$ cat config.mk
export PLATFORM = sky130hd
export DESIGN_NAME = seven_segment_scanner
export DESIGN_NICKNAME = d
export VERILOG_FILES = /design/src/rtl/seven_segment_scanner.sv
export SDC_FILE = /design/constraint.sdc
export NUM_CORES = 1
export LEC_CHECK = 0
export CORE_ASPECT_RATIO = 1.2
export CORE_MARGIN = 8
export CORE_UTILIZATION = 51
export DETAILED_ROUTE_END_ITERATION = 7
export PLACE_DENSITY_LB_ADDON = 0.25
export RECOVER_POWER = 25
export SYNTH_ARGS = -nofsm -noshare
export SYNTH_HDL_FRONTEND = slang
export SYNTH_SLANG_ARGS = --single-unit
$ cat constraint.sdc
create_clock -name clk -period 2.25 [get_ports clk]
set_input_delay 0.3375 -clock clk [delete_from_list [all_inputs] [get_ports clk]]
set_output_delay 0.3375 -clock clk [all_outputs]
set_load 0.05 [all_outputs]
$ cat src/rtl/seven_segment_scanner.sv
// Time-multiplexed 7-segment driver: double-buffered digit data, programmable slot
// and dead time, blanking/blinking/leading-zero suppression, registered outputs.
module seven_segment_scanner #(
    parameter int DIGITS       = 4,
    parameter int SCAN_DIV     = 50000,
    parameter int DEAD_CYCLES  = 500,
    parameter int BLINK_FRAMES = 100,
    parameter int HEX_MODE     = 0
) (
    input  logic                  clk,
    input  logic                  rst_n,
    input  logic                  enable,
    input  logic                  load,
    input  logic [4*DIGITS-1:0]   digitsIn,
    input  logic [DIGITS-1:0]     dpIn,
    input  logic [DIGITS-1:0]     blankMask,
    input  logic [DIGITS-1:0]     blinkMask,
    input  logic                  lzsIn,
    output logic [6:0]            segmentOut,
    output logic                  dpOut,
    output logic [DIGITS-1:0]     digitSelect,
    output logic                  frameStart
);

    localparam int PW = (SCAN_DIV > 1) ? $clog2(SCAN_DIV) : 1;
    localparam int IW = $clog2(DIGITS);
    localparam int BW = (BLINK_FRAMES > 1) ? $clog2(BLINK_FRAMES) : 1;
    localparam int DW = 4 * DIGITS;

    localparam logic [PW-1:0] PRESC_LAST = PW'(SCAN_DIV - 1);
    localparam logic [PW-1:0] DEAD_LIM   = PW'(DEAD_CYCLES);
    localparam logic [IW-1:0] IDX_LAST   = IW'(DIGITS - 1);
    localparam logic [BW-1:0] BLINK_LAST = BW'(BLINK_FRAMES - 1);

    typedef struct packed {
        logic [DW-1:0]     dig;
        logic [DIGITS-1:0] dp;
        logic [DIGITS-1:0] blank;
        logic [DIGITS-1:0] blink;
        logic              lzs;
    } frame_t;

    logic [PW-1:0]     presc_q, presc_d;
    logic [IW-1:0]     idx_q, idx_d;
    logic [BW-1:0]     bcnt_q, bcnt_d;
    logic              bphase_q, bphase_d;
    frame_t            pend_q, pend_d;
    logic              pend_vld_q, pend_vld_d;
    frame_t            act_q, act_d;
    logic [6:0]        seg_q, seg_d;
    logic              dpo_q, dpo_d;
    logic [DIGITS-1:0] sel_q, sel_d;
    logic              fs_q, fs_d;

    frame_t            incoming;
    logic              slot_end;
    logic              frame_end;
    logic [3:0]        cur_val;
    logic [DIGITS-1:0] upper_zero;
    logic              zero_acc;
    logic              dark;

    function automatic logic [6:0] decode(input logic [3:0] v);
        case (v)
            4'h0:    return 7'b1000000;
            4'h1:    return 7'b1111001;
            4'h2:    return 7'b0100100;
            4'h3:    return 7'b0110000;
            4'h4:    return 7'b0011001;
            4'h5:    return 7'b0010010;
            4'h6:    return 7'b0000010;
            4'h7:    return 7'b1111000;
            4'h8:    return 7'b0000000;
            4'h9:    return 7'b0010000;
            4'hA:    return 7'b0001000;
            4'hB:    return 7'b0000011;
            4'hC:    return 7'b1000110;
            4'hD:    return 7'b0100001;
            4'hE:    return 7'b0000110;
            default: return 7'b0001110;
        endcase
    endfunction

    always_comb begin
        incoming.dig   = digitsIn;
        incoming.dp    = dpIn;
        incoming.blank = blankMask;
        incoming.blink = blinkMask;
        incoming.lzs   = lzsIn;
    end

    assign slot_end  = (presc_q == PRESC_LAST);
    assign frame_end = enable && slot_end && (idx_q == IDX_LAST);

    // Scan position, blink timing and buffer hand-over.
    always_comb begin
        presc_d    = presc_q;
        idx_d      = idx_q;
        bcnt_d     = bcnt_q;
        bphase_d   = bphase_q;
        pend_d     = pend_q;
        pend_vld_d = pend_vld_q;
        act_d      = act_q;

        if (enable) begin
            if (slot_end) begin
                presc_d = '0;
                idx_d   = (idx_q == IDX_LAST) ? '0 : idx_q + IW'(1);
            end else begin
                presc_d = presc_q + PW'(1);
            end
        end

        if (load) begin
            pend_d     = incoming;
            pend_vld_d = 1'b1;
        end

        if (frame_end) begin
            if (bcnt_q == BLINK_LAST) begin
                bcnt_d   = '0;
                bphase_d = ~bphase_q;
            end else begin
                bcnt_d = bcnt_q + BW'(1);
            end
            // A load landing on the boundary edge bypasses the pending buffer.
            if (load) begin
                act_d      = incoming;
                pend_vld_d = 1'b0;
            end else if (pend_vld_q) begin
                act_d      = pend_q;
                pend_vld_d = 1'b0;
            end
        end
    end

    // upper_zero[k] is set when digits k..DIGITS-1 of the active buffer are all zero.
    always_comb begin
        upper_zero = '0;
        zero_acc   = 1'b1;
        for (int k = DIGITS - 1; k >= 0; k--) begin
            zero_acc      = zero_acc & (act_q.dig[4*k +: 4] == 4'd0);
            upper_zero[k] = zero_acc;
        end
    end

    assign cur_val = act_q.dig[{idx_q, 2'b00} +: 4];

    always_comb begin
        dark = act_q.blank[idx_q]
            || (act_q.blink[idx_q] && bphase_q)
            || (act_q.lzs && (idx_q != '0) && upper_zero[idx_q])
            || ((HEX_MODE == 0) && (cur_val > 4'd9));

        seg_d = 7'b1111111;
        dpo_d = 1'b1;
        sel_d = '1;
        fs_d  = 1'b0;
        if (enable) begin
            seg_d = dark ? 7'b1111111 : decode(cur_val);
            dpo_d = dark | ~act_q.dp[idx_q];
            if (presc_q >= DEAD_LIM) begin
                sel_d = ~(DIGITS'(1) << idx_q);
            end
            fs_d = (presc_q == '0) && (idx_q == '0);
        end
    end

    always_ff @(posedge clk or negedge rst_n) begin
        if (!rst_n) begin
            presc_q    <= '0;
            idx_q      <= '0;
            bcnt_q     <= '0;
            bphase_q   <= 1'b0;
            pend_q     <= '0;
            pend_vld_q <= 1'b0;
            act_q      <= '0;
            seg_q      <= 7'b1111111;
            dpo_q      <= 1'b1;
            sel_q      <= '1;
            fs_q       <= 1'b0;
        end else begin
            presc_q    <= presc_d;
            idx_q      <= idx_d;
            bcnt_q     <= bcnt_d;
            bphase_q   <= bphase_d;
            pend_q     <= pend_d;
            pend_vld_q <= pend_vld_d;
            act_q      <= act_d;
            seg_q      <= seg_d;
            dpo_q      <= dpo_d;
            sel_q      <= sel_d;
            fs_q       <= fs_d;
        end
    end

    assign segmentOut  = seg_q;
    assign dpOut       = dpo_q;
    assign digitSelect = sel_q;
    assign frameStart  = fs_q;

endmodule

; Word-level counts from Yosys, hierarchy flattened
; Memories as Yosys holds them, arrays and structs flattened.
; Cells that the tools add are included.
[word_totals]
regBits = 98
rom_bits = 112
in_bits = 33
output_inout_bits = 13
wordCells = 81
memories = 1
[memory_table]
columns = memory, depth, width, rd, rd_ports_with_merged_regs, wr, line
row1 = (no name shown), 16, 7, 1, 0, 0, 64  ; case (v)
[op_classes]
addsub = 3
n_lt_le_gt_ge = 3
n_eq_ne = 3
shift = 2
muxes = 23
bitwise = 7
reduce_logical = 20
[op_table]
columns = op, n
row1 = $mux W29, 2
row2 = $mux W7, 3
row3 = $add A16 B1 Y16 const B, 1
row4 = $eq A16 B16 Y1 const B, 1
row5 = $ge A16 B9 Y1 const B, 1
row6 = $logic_not A16 Y1, 1
row7 = $logic_not A4 Y1, 4
row8 = $mux W16, 1
row9 = $shiftx A16 B5 Y4, 1
row10 = $mux W1, 10
row11 = $bmux W1 S2, 4
row12 = $mux W4, 2
row13 = $add A7 B1 Y7 const B, 1
row14 = $eq A7 B7 Y1 const B, 1
row15 = $logic_and A1 B1 Y1, 6
row16 = $reduce_and A2 Y1, 3
row17 = $gt A4 B4 Y1 const B, 1
row18 = $not A4 Y4, 1
row19 = $reduce_bool A2 Y1, 2
row20 = $shl A1 B2 Y4 const A, 1
row21 = $and A1 B1 Y1, 3
row22 = $logic_or A1 B1 Y1, 3
row23 = $lt A2 B3 Y1 const B, 1
row24 = $add A2 B1 Y2 const B, 1
row25 = other kinds (5), 6

; Longest topological paths before layout
; Gate-level depths: netlist of the first run.
[logic_depth]
ltp_word = 11
ltp_mapped = 9
ltp_nobuf = 7

; Worst setup path after synthesis of the first run
; Ideal clock, no wire load.
[synth_path]
kind = reg-to-reg
start = reg idx_q[0]
end = reg seg_q[2] (netlist: segmentOut[2])
arrival_time_ps = 2343
t_required_ps = 2151
slack_ps = -192
path_stages_with_launch = 10
n_path_buf = 2
period_less_slack_ps = 2442
path_cell_list = dfrtp_1 > clkbuf_1 > mux4_2 > inv_1 > ha_1 > nor2_1 > o21ai_0 > and4b_1 > clkbuf_1 > o221ai_1
[synth_between]
elab_chain_cells = 8
elab_cells_between_ends = 18
cone_classes = 1 x order compare / 1 x shift / 8 x mux / 7 x reduce/logical / 1 x memory
[synth_lines]
columns = item, line
row1 = from (decl), 44  ; logic [IW-1:0] idx_q, idx_d;
row2 = from (signal assigned), 184  ; idx_q <= idx_d;
row3 = "parallel branches: the longest is 6 deep, another holds $mem_v2 Z16 W7", -
row4 = $mux W7 (*), 160  ; seg_d = dark ? 7'b1111111 : decode(cur_val);
row5 = $mux W7 (*), 159  ; if (enable) begin
row6 = named net seg_d[2], 50  ; logic [6:0] seg_q, seg_d;
row7 = to (signal assigned), 190  ; seg_q <= seg_d;
row8 = to (decl), 50
; Mark *: on every way through the listed nets, which the timed path passes. The select of a mux whose other input is x is not followed.
; A chain may end at the register's enable or synchronous reset.

; Worst setup path in the final report of the first run
[layout_path]
start = reg presc_q[12]
end = reg act_q[20] (netlist name)
[layout_between]
elab_chain_cells = 4
[layout_lines]
columns = item, line
row1 = from (decl), 43  ; logic [PW-1:0] presc_q, presc_d;
row2 = from (signal assigned), 183  ; presc_q <= presc_d;
row3 = $eq A16 B16 Y1, 92  ; assign slot_end = (presc_q == PRESC_LAST);
row4 = $logic_and A1 B1 Y1 (2 in series), 93  ; assign frame_end = enable && slot_end && (idx_q == IDX_LAST);
row5 = $reduce_and A2 Y1 (no source line), -
row6 = to (signal assigned), 189  ; act_q <= act_d;
row7 = to (decl), 49  ; frame_t act_q, act_d;
; No other way between the ends.

==> summary.md, run 1 <==
| Metric | Value |
|---|---|
| Die area | `12000 sq um` |
| Overall track demand over capacity in global routing | `15.4%` |
| Largest fanout on the critical path | `9` |
| Initial antenna violation count | `0` |
| Power after layout | `3.52 mW` |
| WHS | `0.490 ns` |
| Worst slack after detailed placement | `0.0199 ns` |
| Total of flip-flops plus latches after synthesis | `98` |
| Cell Count Post-Placement | `508` |
| Flip-flop and latch area | `2470 sq um` |
| Run status | `complete, no violations` |
| Site row count | `37` |
| Peak supply drop | `0.379 mV` |
| Share of synthesized flip-flops with an asynchronous set or reset | `100%` |
| Core Region | `8520 sq um` |
| Classification of the worst setup path | `flop to flop` |
| Half-perimeter wire length after placement | `6.23 mm` |
| Max-slew headroom at the worst pin | `40.7%` |
| Leakage power summed over all cells | `2.41 nW` |
| Buffer depth of the longest clock path | `2` |
| Sequential element share of the synthesized area | `55.5%` |
| Final Skew | `0.00886 ns` |
| Combined buffer and inverter count along the critical path | `1` |
| Core Util, Final | `62.6%` |
| Min-delay worst type | `flop to flop` |
| Buffers added on ports | `45` |
| Remaining antenna violation count | `0` |
| Critical Path Max Stage Delay | `0.51 ns` |
| Count of non-filler cells in the finished layout | `527` |
| Element type at the critical path start | `flop` |
| Number of iterations in the first detailed-routing pass | `4` |
| Slew at the pin closest to its max-slew limit | `0.889 ns` |
| Number of nets in the layout | `451` |
| Hold-critical path endpoint | `pend_q[1]` |
| Mean area per synthesized cell | `12.9 sq um` |
| Family with the most delay on the worst path | `simple AND/OR/NAND/NOR gates` |
| Total setup violations reported at the end of the flow | `0` |
| Max-cap violations | `0` |
| Launch instance of the worst min-delay path | `pend_q[1]` |
| Via count of the routed design | `2792` |
| Final critical-path required period | `2.20 ns` |
| TritonCTS Buffers | `9` |
| Data arrival time of the worst path | `2.44 ns` |
| Kind of end point of the critical path | `flop` |
| Layout area overhead | `19.9%` |
| Fraction of final layout cells sized beyond drive strength 1 | `27.1%` |
| Number of nets in the synthesized netlist | `391` |
| TritonCTS clock tree | `yes` |
| Number of H-tree levels | `3` |
| Vias in the first global route | `2960` |
| Routed wirelength normalized by instance count | `16.0 um` |
| Total DRC errors in the routed layout | `0` |
| Wire length after detailed routing | `8.42 mm` |
| Warning count from the yosys run | `0` |
| I/O pin count | `46` |
| Number of pins with negative max-slew slack in the final report | `0` |
| Number of cells traversed by the worst register-to-register path | `6` |
| Clock transition at the registers of the reported paths | `0.09 ns` |
| Fin crit share | `97.7%` |
| Smallest setup slack after layout | `0.0514 ns` |
| Number of library cell types mapped by synthesis | `45` |
| Final weighted congestion in routability-driven placement | `0.838` |
| Count of antenna diodes in the layout | `0` |
| Fill cell count | `710` |
| Ratio of total power to cell area | `661 nW/um^2` |
| Vias per cell | `5.30` |
| Highest Clock Rate | `0.455 GHz` |
| Final sum of negative setup slack | `0 ns` |
| Clk_lat worst skew | `0.36 ns` |
| Total placed instance area | `5110 sq um` |
| Gate Count Post-Synth | `345` |
| Die Ht | `118 um` |
| Width of the chip | `101 um` |
| Final Hold Fails | `0` |
| Multi-input combinational cell area | `1880 sq um` |
| Most common flop cell mapped by yosys | `dfrtp_1` |
| Initial detailed-routing violation count | `80` |
| Clock tree root driver cell | `clkbuf_8` |
| Endpoint of the lowest-slack register-to-register path | `act_q[20]` |
| Chain of cells forming the critical path | `or4_4, nor4_4, and3_4, o21ai_2, buf_4, mux2_4` |
| Netlist area before placement | `4450 sq um` |
| Reg2reg setup slack | `0.05 ns` |
| Cells on Worst Hold Path | `1` |
| Setup repair after global routing missed its margin | `yes` |
| Number of sinks on the clock net | `98` |
| Layout Cell Area excl Fill | `5330 sq um` |
| Max stage delay cell, worst path | `or4_4` |
| EDFF count, synth | `0` |
| Endpoint required time on the critical path | `2.50 ns` |
| Starting density of the core | `52.2%` |
| GRT Residual Overflow | `0` |
| Largest net degree at the start of global routing | `40` |
| Global-route wire length before repair | `14.6 mm` |
| Reg2Reg Launch Point | `presc_q[12]` |
## area by class of cell
cell class,count,area share [%]
multi-input combinational,224,35.3
inverter,8,0.563
tap,117,2.74
clock inverter,5,1.45
sequential,98,46.3
timing repair buffer,64,11.0
clock buffer,11,2.65
## registers in the layout, indices dropped and copies added, names as in the netlist
signal       cells
bcnt_q           7
idx_q            2
digitSelect      4
bphase_q         1
pend_q          29
frameStart       1
pend_vld_q       1
presc_q         16
segmentOut       7
dpOut            1
act_q           29
## layer usage
layer	part of all wire [%]	global-route usage, %
met5	0	0
met4	1.7	7.00
met3	4.4	3.11
met2	52	25.8
met1	41	18.6
## timing repair
action,in CTS,in global routing
endpoints found under the hold margin,31,0
hold buffers,1,0
pin swaps,0,1
setup endpoints to repair,1,33
buffers inserted,0,2
resized for setup,1,4
## worst reg2reg max path: cells and delay by family, from the launching register on
family | cells | cell delay, ns
AOI/OAI and AO/OA | 1 | 0.06
buffers and inverters | 1 | 0.23
DFF | 1 | 0.43
muxes | 1 | 0.31
and+or+nand+nor | 3 | 1.05
## synth_stat cells, types with 2 or more instances
master    count  area [sq um]
dfrtp_1      86          2150
mux2_2       49           552
nand2_1      31           116
nor2_1       15          56.3
ha_1         13           163
dfstp_2      12           315
o21ai_0      11          55.1
mux2_4       10           150
nand3_1      10          50.1
xor2_1       10          87.6
clkbuf_1      8          30.0
inv_1         8          30.0
and3_1        7          43.8
a21oi_1       6          30.0
mux4_2        6           135
nand4_1       6          37.5
nor4_1        6          37.5
xnor2_1       6          52.6
o211ai_1      4          30.0
o21a_1        4          30.0
and4_1        3          26.3
buf_1         3          11.3
buf_6         3          33.8
nand3b_1      3          22.5
a31oi_1       2          12.5
mux2i_1       2          20.0
nor3_1        2          10.0
or3_1         2          12.5
## worst max-delay path by stage
stage,start,to,depth (start not counted)
after global placement,presc_q[4],act_q[18],6
after CTS,idx_q[0],segmentOut[2],7
after floorplan,idx_q[0],segmentOut[2],9
after detailed placement,idx_q[0],segmentOut[2],7
after global routing,idx_q[0],segmentOut[2],7
final,presc_q[12],act_q[20],6
## cells by family after synthesis
logic type,count (synthesis),share of synthesized area (%)
AND/OR/NAND/NOR,95,11.4
XOR/XNOR,16,3.15
AO/OA/AOI/OAI,33,4.61
buffers and inverters,23,2.47
flip-flops,98,55.5
multiplexers,67,19.3
adder cells (fa/ha/maj),13,3.66
## placed cells by master (no fill, tap or decap), types with 3 or more instances in the layout
master	instances
nand3_1	9
o21ai_0	11
nor4_1	6
and4_1	3
o211ai_1	4
o21a_1	4
mux2_1	6
clkbuf_1	3
mux2_2	43
clkdlybuf4s50_1	43
nand2_1	31
dfstp_2	12
nand3b_1	3
and3_1	6
xor2_1	10
clkbuf_8	10
dfrtp_1	85
buf_4	14
mux4_2	6
ha_1	13
nand4_1	6
a21oi_1	6
xnor2_1	6
nor2_1	15
inv_1	8
mux2_4	10
## report_power, final
part           internal, mW  leakage (nW)  switching, mW
combinational         0.170          1.07          0.183
sequential             1.87          1.23         0.0753
clock                 0.653         0.109          0.577
(Power assumes the default switching activity.)
==> run 2, diff against run 1 <==
ABC_AREA = 1   (was default)
CORE_UTILIZATION = 54   (was 51)
DONT_BUFFER_PORTS = 1   (was default)
==> summary.md, run 2 <==
| Metric | Value |
|---|---|
| Overall track demand over capacity in global routing | `16.4%` |
| Endpoint of the lowest-slack register-to-register path | `dpOut` |
| Clock tree root driver cell | `clkbuf_8` |
| Number of library cell types mapped by synthesis | `38` |
| Initial detailed-routing violation count | `174` |
| Post-CTS Setup Inserts | `0` |
| Kind of end point of the critical path | `flop` |
| TritonCTS clock tree | `yes` |
| Largest net degree at the start of global routing | `99` |
| Cell types occupying the most area after synthesis | `dfrtp_1 (43%), nand2_1 (17%), dfstp_2 (6.2%), inv_1 (4.9%), nor2_1 (3.8%)` |
| Reg2Reg Launch Point | `idx_q[1]` |
| Portion of synthesized cell area occupied by the leading cell type | `42.6%` |
| Total of flip-flops plus latches after synthesis | `98` |
| Count of antenna diodes in the layout | `0` |
| Number of sinks on the clock net | `98` |
| Multi-input combinational cell area | `2190 sq um` |
| Slew at the pin closest to its max-slew limit | `0.442 ns` |
| Remaining antenna violation count | `0` |
| Total setup violations reported at the end of the flow | `0` |
| Share of synthesized flip-flops with an asynchronous set or reset | `100%` |
| Most common cell after layout, fill and taps aside | `nand2_1` |
| Highest Clock Rate | `0.535 GHz` |
| Leakage power summed over all cells | `2.72 nW` |
| Most used standard cells in the synthesized netlist | `nand2_1 (223), dfrtp_1 (86), inv_1 (66), nor2_1 (51), nand3_1 (37)` |
| Element type at the critical path start | `flop` |
| Warning count from the yosys run | `0` |
| Min-delay worst type | `input port to asynchronous set/reset pin` |
| Number of iterations in the first detailed-routing pass | `6` |
| Post-CTS Resized | `0` |
| Starting density of the core | `55.6%` |
| Number of cells traversed by the worst register-to-register path | `9` |
| Endpoint required time on the critical path | `2.53 ns` |
| Die area | `12700 sq um` |
| Largest fanout on the critical path | `13` |
| Data arrival time of the worst path | `2.15 ns` |
| Core Util, Final | `58.3%` |
| WHS | `-0.345 ns` |
| Total DRC errors in the routed layout | `0` |
| Count of non-filler cells in the finished layout | `748` |
| Run status | `finished with violations` |
| Final weighted congestion in routability-driven placement | `0.917` |
| Ratio of total power to cell area | `654 nW/um^2` |
| Wire length after detailed routing | `9.66 mm` |
| Layout area overhead | `4.91%` |
| Number of nets in the layout | `669` |
| Power after layout | `3.46 mW` |
| Initial antenna violation count | `0` |
| Layout Cell Area excl Fill | `5290 sq um` |
| Fin crit share | `83.1%` |
| Setup repair after global routing missed its margin | `no` |
| Reg2reg setup slack | `0.38 ns` |
| Buffer depth of the longest clock path | `2` |
| Classification of the worst setup path | `flop to flop` |
| Core Region | `9080 sq um` |
| Most common flop cell mapped by yosys | `dfrtp_1` |
| Largest registers | `act_q: 29 flops, pend_q: 29 flops, presc_q: 16 flops` |
| Buffers added on ports | `0` |
| Via count of the routed design | `3763` |
| Most repeated cell in the gate-level netlist after synthesis | `nand2_1` |
| Sequential element share of the synthesized area | `48.9%` |
| Number of H-tree levels | `3` |
| Cell type with the highest aggregate area in the netlist | `dfrtp_1` |
| Netlist area before placement | `5050 sq um` |
| Width of the chip | `104 um` |
| Cell Count Post-Placement | `732` |
| Max stage delay cell, worst path | `dfrtp_1` |
| Routed wirelength normalized by instance count | `12.9 um` |
| Peak supply drop | `0.395 mV` |
| Fraction of final layout cells sized beyond drive strength 1 | `14.8%` |
| Max-slew headroom at the worst pin | `70.6%` |
| Final critical-path required period | `1.87 ns` |
| Final Skew | `0.00788 ns` |
| Critical Path Max Stage Delay | `0.53 ns` |
| Cell with the most instances on the worst path | `nand2_1` |
| Global-route wire length before repair | `17.2 mm` |
| Total placed instance area | `5100 sq um` |
| GRT Residual Overflow | `0` |
| Number of nets in the synthesized netlist | `675` |
| Number of pins with negative max-slew slack in the final report | `0` |
| EDFF count, synth | `0` |
| I/O pin count | `46` |
| Site row count | `38` |
| Half-perimeter wire length after placement | `7.08 mm` |
| Violated checks | `negative hold slack` |
| Gate Count Post-Synth | `629` |
| Vias per cell | `5.03` |
| Clk_lat worst skew | `0.36 ns` |
| Chain of cells forming the critical path | `inv_2, nand3_1, nand2_1, ha_1, nand2_1, nand2_1, nor2_2, nor2_4, nand3_1` |
| Flip-flop and latch area | `2470 sq um` |
| Fill cell count | `851` |
| Final sum of negative setup slack | `0 ns` |
| Mean area per synthesized cell | `8.02 sq um` |
| TritonCTS Buffers | `9` |
| Max-cap violations | `0` |
| Most frequent cells in the layout | `nand2_1 (223), dfrtp_1 (86), inv_1 (66), nor2_1 (51), nand3_1 (37)` |
| Die Ht | `122 um` |
| Vias in the first global route | `3709` |
| Clock transition at the registers of the reported paths | `0.09 ns` |
| Final Hold Fails | `98` |
## run 2: through the flow
stage	hold slack, ns	worst slack, ns
after CTS	-0.360	0.377
final	-0.345	0.380
after global routing	-0.363	0.204
after floorplan	0.0419	0.608
after global placement	0.0452	0.492
after detailed placement	0.0456	0.388
## run 2: cells by family (layout without fill, tap and decap cells)
family	after synthesis	count (layout)	synth area share (%)
simple gates	370	370	32.5
compound gates	53	53	6.79
xor+xnor	5	5	0.868
fa+ha+maj	13	13	3.22
flops	98	98	48.9
buf+inv	90	89	7.76
## run 2: layout make-up
class / count / area share [%]
inverter: 70 / 4.96
sequential: 98 / 46.6
clock inverter: 3 / 0.425
tap: 120 / 2.84
clock buffer: 13 / 3.19
timing repair buffer: 3 / 0.662
multi-input combinational: 441 / 41.3
## run 2: where the power goes
| group | total (mW) | internal [mW] | switching [mW] | leakage [nW] |
|---|---|---|---|---|
| combinational | 0.354 | 0.127 | 0.227 | 1.41 |
| clock | 1.09 | 0.493 | 0.594 | 0.0879 |
| sequential | 2.02 | 1.88 | 0.142 | 1.22 |
## run 2: worst max-delay path by stage
stage / start / endpoint / depth (start not counted)
detailed placement: idx_q[1] / dpOut / 9
finish: idx_q[1] / dpOut / 9
global placement: idx_q[1] / dpOut / 9
global route: idx_q[1] / dpOut / 9
floorplan: idx_q[0] / segmentOut[3] / 11
CTS: idx_q[1] / dpOut / 9
## run 2: critical path: cells and delay by family (launching register included)
kind | cells | cell delay (ns)
flip-flops | 1 | 0.53
AND/OR/NAND/NOR | 7 | 0.76
adder cells (fa/ha/maj) | 1 | 0.24
buffers and inverters | 1 | 0.25
## run 2: metal layers
layer / GRT usage (%) / wire length, um
met5: 0 / 0
met4: 8.88 / 242
met1: 20.6 / 4550
met2: 26.5 / 4540
met3: 3.01 / 323
